===== config.mk =====
export PLATFORM = sky130hd
export DESIGN_NAME = img_stream_src_flat
export DESIGN_NICKNAME = d
export VERILOG_FILES = /design/src/rtl/img_stream_src_if.sv /design/src/rtl/img_stream_src.sv /design/src/flat_wrapper.sv
export SDC_FILE = /design/constraint.sdc
export NUM_CORES = 1
export LEC_CHECK = 0
export ABC_CLOCK_PERIOD_IN_PS = 3910
export BUFFER_PORTS_ARGS = -buffer_cell sky130_fd_sc_hd__buf_2
export CORE_MARGIN = 5
export CORE_UTILIZATION = 55
export DETAILED_ROUTE_END_ITERATION = 10
export MAX_ROUTING_LAYER = met4
export PLACE_DENSITY = 0.9
export SLEW_MARGIN = 20
export SYNTH_ARGS = -nofsm -noshare
export SYNTH_HDL_FRONTEND = slang
export SYNTH_SLANG_ARGS = --single-unit

===== constraint.sdc =====
create_clock -name clk -period 3.91 [get_ports clk]
set_clock_uncertainty 0.15 [all_clocks]
set_input_delay 0.1955 -clock clk [delete_from_list [all_inputs] [get_ports clk]]
set_output_delay 0.1955 -clock clk [all_outputs]
set_load 0.005 [all_outputs]

===== src/rtl/img_stream_src_if.sv =====
// img_stream_src_if: frame-memory read port plus video stream bundle of img_stream_src
// Ports: rd_en/rd_addr/rd_data form the synchronous-read memory port (data one clock after rd_en),
//        out_vs/out_hs/out_clken/out_data form the pixel stream; master = stream source, slave = its peer
interface img_stream_src_if #(
    parameter int ADDR_W = 19
);
    logic              rd_en;
    logic [ADDR_W-1:0] rd_addr;
    logic [15:0]       rd_data;
    logic              out_vs;
    logic              out_hs;
    logic              out_clken;
    logic [15:0]       out_data;
    modport master (output rd_en, rd_addr, out_vs, out_hs, out_clken, out_data, input rd_data);
    modport slave  (input rd_en, rd_addr, out_vs, out_hs, out_clken, out_data, output rd_data);
endinterface


===== src/rtl/img_stream_src.sv =====
// img_stream_src: plays one frame from a sync-read frame memory as a vs/hs/clken/data pixel stream
// Ports: clk, rst_n (async, active low), frame_start (sampled only in IDLE), busy, frame_done (1-clock pulse),
//        bus (master): rd_en/rd_addr/rd_data to the frame memory, out_vs/out_hs/out_clken/out_data downstream
module img_stream_src #(
    parameter int IMG_H     = 800,
    parameter int IMG_V     = 600,
    parameter int H_BLANK   = 16,
    parameter int V_LEAD    = 4,
    parameter int V_TAIL    = 4,
    parameter int CLKEN_DIV = 1,
    parameter int ADDR_W    = 19
) (
    input  logic clk,
    input  logic rst_n,
    input  logic frame_start,
    output logic busy,
    output logic frame_done,
    img_stream_src_if.master bus
);
    localparam int BMAX = (V_LEAD > H_BLANK) ? ((V_LEAD > V_TAIL) ? V_LEAD : V_TAIL)
                                             : ((H_BLANK > V_TAIL) ? H_BLANK : V_TAIL);
    localparam int SW = (CLKEN_DIV > 1) ? $clog2(CLKEN_DIV) : 1;
    localparam int PW = $clog2(IMG_H);
    localparam int LW = (IMG_V > 1) ? $clog2(IMG_V) : 1;
    localparam int BW = (BMAX > 1) ? $clog2(BMAX) : 1;
    typedef enum logic [2:0] {IDLE, VLEAD, LINE, HBLANK, VTAIL} state_t;
    state_t        state;
    logic [SW-1:0] slot;
    logic [PW-1:0] pix;
    logic [LW-1:0] line;
    logic [BW-1:0] cnt;
    logic          vs_d1, hs_d1, ce_d1;
    logic          vs_i, hs_i, clken_i, slot_last, line_last;
    assign vs_i      = state != IDLE;
    assign hs_i      = state == LINE;
    assign slot_last = slot == SW'(CLKEN_DIV - 1);
    assign line_last = slot_last && pix == PW'(IMG_H - 1);
    assign clken_i   = hs_i && slot == '0;
    assign bus.rd_en = clken_i;
    // busy spans the whole frame including the two pipeline stages and the frame_done clock,
    // and stays continuous across back-to-back frames
    assign busy = vs_i | vs_d1 | bus.out_vs | frame_done;
    always_ff @(posedge clk or negedge rst_n) begin
        if (!rst_n) begin
            state         <= IDLE;
            slot          <= '0;
            pix           <= '0;
            line          <= '0;
            cnt           <= '0;
            vs_d1         <= 1'b0;
            hs_d1         <= 1'b0;
            ce_d1         <= 1'b0;
            frame_done    <= 1'b0;
            bus.rd_addr   <= '0;
            bus.out_vs    <= 1'b0;
            bus.out_hs    <= 1'b0;
            bus.out_clken <= 1'b0;
            bus.out_data  <= '0;
        end else begin
            vs_d1         <= vs_i;
            hs_d1         <= hs_i;
            ce_d1         <= clken_i;
            bus.out_vs    <= vs_d1;
            bus.out_hs    <= hs_d1;
            bus.out_clken <= ce_d1;
            // memory answers one clock after rd_en, i.e. when the first delay stage holds the read
            if (ce_d1) bus.out_data <= bus.rd_data;
            frame_done <= bus.out_vs & ~vs_d1;
            if (clken_i) bus.rd_addr <= bus.rd_addr + 1'b1;
            case (state)
                IDLE: if (frame_start) begin
                    state <= VLEAD;
                    cnt   <= '0;
                end
                VLEAD: if (cnt == BW'(V_LEAD - 1)) begin
                    state <= LINE;
                    cnt   <= '0;
                    slot  <= '0;
                    pix   <= '0;
                end else cnt <= cnt + 1'b1;
                LINE: begin
                    slot <= slot_last ? '0 : slot + 1'b1;
                    if (slot_last) pix <= line_last ? '0 : pix + 1'b1;
                    if (line_last) begin
                        cnt <= '0;
                        if (line == LW'(IMG_V - 1)) state <= VTAIL;
                        else begin
                            state <= HBLANK;
                            line  <= line + 1'b1;
                        end
                    end
                end
                HBLANK: if (cnt == BW'(H_BLANK - 1)) begin
                    state <= LINE;
                    cnt   <= '0;
                end else cnt <= cnt + 1'b1;
                VTAIL: if (cnt == BW'(V_TAIL - 1)) begin
                    state       <= IDLE;
                    cnt         <= '0;
                    line        <= '0;
                    bus.rd_addr <= '0;
                end else cnt <= cnt + 1'b1;
                default: state <= IDLE;
            endcase
        end
    end
endmodule

===== src/flat_wrapper.sv =====
// flat-port wrapper written by rule: the top's interface ports become plain ports
module img_stream_src_flat 
#(
    parameter int IMG_H     = 800,
    parameter int IMG_V     = 600,
    parameter int H_BLANK   = 16,
    parameter int V_LEAD    = 4,
    parameter int V_TAIL    = 4,
    parameter int CLKEN_DIV = 1,
    parameter int ADDR_W    = 19
)
  (clk, rst_n, frame_start, busy, frame_done, bus_rd_en, bus_rd_addr, bus_out_vs, bus_out_hs, bus_out_clken, bus_out_data, bus_rd_data);
  img_stream_src_if #(.ADDR_W(ADDR_W)) bus_i ();
  input  logic clk;
  input  logic rst_n;
  input  logic frame_start;
  output logic busy;
  output logic frame_done;
  output wire logic [$bits(bus_i.rd_en)-1:0] bus_rd_en;
  output wire logic [$bits(bus_i.rd_addr)-1:0] bus_rd_addr;
  output wire logic [$bits(bus_i.out_vs)-1:0] bus_out_vs;
  output wire logic [$bits(bus_i.out_hs)-1:0] bus_out_hs;
  output wire logic [$bits(bus_i.out_clken)-1:0] bus_out_clken;
  output wire logic [$bits(bus_i.out_data)-1:0] bus_out_data;
  input wire logic [$bits(bus_i.rd_data)-1:0] bus_rd_data;
  assign bus_rd_en = bus_i.rd_en;
  assign bus_rd_addr = bus_i.rd_addr;
  assign bus_out_vs = bus_i.out_vs;
  assign bus_out_hs = bus_i.out_hs;
  assign bus_out_clken = bus_i.out_clken;
  assign bus_out_data = bus_i.out_data;
  assign bus_i.rd_data = bus_rd_data;
  img_stream_src #(.IMG_H(IMG_H), .IMG_V(IMG_V), .H_BLANK(H_BLANK), .V_LEAD(V_LEAD), .V_TAIL(V_TAIL), .CLKEN_DIV(CLKEN_DIV), .ADDR_W(ADDR_W)) u_core (.clk(clk), .rst_n(rst_n), .frame_start(frame_start), .busy(busy), .frame_done(frame_done), .bus(bus_i));
endmodule

==> reports/results.ini <==
[clock_tree]
cts_sinks=67
cts_resized=0
cts_tree=yes
clock_latency_ns=0.35
cts_root_buffer=clkbuf_8
numCtsBuffers=9
cts_setup_buffers=0
clkSlewWorstSetupHoldPaths_ns=0.07
htreeDepth=3
clk_path_buf_depth=2

[pwr]
powerDensity_nw_per_um2=365
vdd_drop_max_mv=0.255
p_leak_nw=1.81

[critical_path]
cp.depth=5
critical_path_class=reg2reg
path_cells=or3b_1 -> clkinv_1 -> o31a_1 -> or3b_2 -> nand3_1
crit_slowest_cell=or3b_1
critical_path_buf_inv_count=1
reg2reg_depth=5
end_kind=flop
critPathArrivalTime_ns=2.78
cp_top_family=simple AND/OR/NAND/NOR gates
critical-path-max-stage-delay_ns=0.56
cp.required_ns=4.04
startpoint_type=flop
critPathMaxFanout=19

[sta]
drv_slew=0
final.setup.tns_ns=0
finalHoldViolCount=0
fin_crit_sh=0.677
setup-violations-final=0
slew_headroom=0.379
fmaxAchievable_mhz=378
layout_min_cycle_time_ns=2.65
worst_pin_slew_ns=0.932
fin_ws_ns=1.26
rsz0062_at_grt=no

[yosys]
netlist-cell-type-count=46
avgSynthCellArea_um2=10.4
synth_xor_area_frac=0.0267
synth_simple_gate_area_frac=0.213
yosys.area_share.adder=0.0152
synth_area_um2=3280
synth_edf_count=0
synth_top_family_by_area=simple AND/OR/NAND/NOR gates
ys_seq_elements=67
synth_async_sr_flop_share=1.00
synth_compound_area_frac=0.125
synth_mux_area_frac=0.0735
synth-warning-count=0
yosysSeqAreaShare=0.510
synth_fp_nets=340
synthCells=317
ys.flop_type=dfrtp_1

[min_path]
hold-path-cell-count=5
hold_path_class=in2reg

[placement]
io_buffers=59
gp_congestion=0.854
dp_slack_ns=1.29
dp_hpwl_um=4890

[floorplan]
design.die.area_um2=7620
fp.dieW_um=87.3
io_pins=60
start_util=0.561
die_h_um=87.3
coreArea_um2=5850
rows=28

[grt]
grt_usage=0.216
grt_pass1_wl_um=12500
antenna_found_initial=0
grt_pass1_vias=2691
overflow=0
grt_max_degree=38

[detailed_routing]
drt_iter0_markers=206
drt-wirelength-per-cell_um=16.0
ant_nets=0
dr_total_vias=2760
routed_wl_um=7480
vias_per_cell=5.91
firstDrtPassIters=4
drc=0

[cells_and_area]
final_common_cell=dfrtp_1
final_core_util=0.683
final_cell_mix=dfrtp_1, buf_2, nand2_1, a21oi_1, o21ai_0
fin_nets=410
drive_gt1_frac=0.237
area.growth.synth_to_final_pct=21.7
n_antenna_cell=0

[run]
drv_cap=0

[outcome]
outcome=completed

[kinds of logic (layout without fill, tap and decap cells)]
family,after synthesis,in the layout
and+or+nand+nor,122,122
AOI/OAI and AO/OA,68,68
DFF,67,67
buffers and inverters,24,99
muxes,22,22
xor gates and xnor gates,10,10
adders and majority gates,4,4
[registers in the layout (all words and copies together), names as in the netlist]
register	cells
u_core.cnt	4
u_core.frame_done	1
u_core.pix	10
u_core.bus.out_clken	1
u_core.vs_d1	1
u_core.ce_d1	1
u_core.bus.out_data	16
u_core.line	10
u_core.bus.out_vs	1
u_core.state	3
u_core.bus.rd_addr	19
[worst paths after layout]
kind | to | from | slack (ns)
setup / recovery | u_core.pix[7] | u_core.state[2] | 1.26
hold / removal | u_core.state[0] | frame_start | 0.12
setup reg to reg | u_core.pix[7] | u_core.state[2] | 1.26
hold reg to reg | u_core.bus.out_vs | u_core.vs_d1 | 0.26
max in group asynchronous | u_core.line[2] | rst_n | 2.38
min in group asynchronous | u_core.bus.rd_addr[17] | rst_n | 0.29
[cells in the mapped netlist, types with 2 or more instances]
cell type | n | area (µm²)
a22o_1 | 2 | 17.5
a31oi_1 | 5 | 31.3
ha_1 | 4 | 50.1
buf_4 | 2 | 15.0
nand4_1 | 9 | 56.3
buf_6 | 3 | 33.8
and4_1 | 3 | 26.3
nand2b_1 | 7 | 43.8
nor2_1 | 14 | 52.6
and2_1 | 5 | 31.3
nor3b_1 | 3 | 22.5
mux2i_1 | 5 | 50.1
xnor2_1 | 4 | 35.0
nand3_1 | 16 | 80.1
o31ai_1 | 11 | 82.6
nor4b_1 | 4 | 35.0
inv_1 | 5 | 18.8
o21ai_0 | 19 | 95.1
or4_1 | 9 | 67.6
clkbuf_1 | 12 | 45.0
and3_1 | 7 | 43.8
nand2_1 | 26 | 97.6
or3_1 | 8 | 50.1
xor2_1 | 6 | 52.6
a221o_1 | 2 | 20.0
mux2_2 | 17 | 191
a21oi_1 | 24 | 120
dfrtp_1 | 67 | 1680
[metrics by stage]
stage                     std cells  instance area [µm²]  power [mW]  hold slack, ns
final                           467                 4000        1.46           0.121
after global routing            467                 4000        1.51           0.171
after CTS                       467                 4000        1.47           0.104
after detailed placement        434                 3580       0.760           0.110
after global placement          434                 3580       0.757          0.0959
after floorplan                 317                 3280       0.727          -0.250
[report_power, final]
group / total (mW) / switching, mW / internal (mW)
logic: 0.0547 / 0.0253 / 0.0294
registers: 0.705 / 0.00416 / 0.701
clock network: 0.698 / 0.256 / 0.442
[metal layers]
metal  wire length [µm]  vias to the layer above  track usage
met4                 94                        0       0.0767
met5                  0                        -            -
met2               3640                      101        0.345
met3                569                        9       0.0520
li1                   -                     1314            -
met1               3170                     1336        0.268
[area by class of cell]
type | count | area, µm²
repair buffers | 77 | 473
flip-flops and latches | 67 | 1680
fillers | 419 | 1850
inverters | 6 | 22.5
clock buffers | 12 | 145
clock inverters | 4 | 97.6
well taps | 75 | 93.8
multi-input cells | 226 | 1490
[worst min-delay path: stages]
cell and delay, ns:
buf_2 0.11, nor2_1 0.08, nor3_1 0.05, o21ai_0 0.07, mux2i_1 0.07
[what timing repair did]
action / CTS / global route
endpoints found under the setup margin: 0 / 0
hold buffers: 17 / 0
endpoints found under the hold margin: 46 / 0
(Power assumes the default switching activity.)
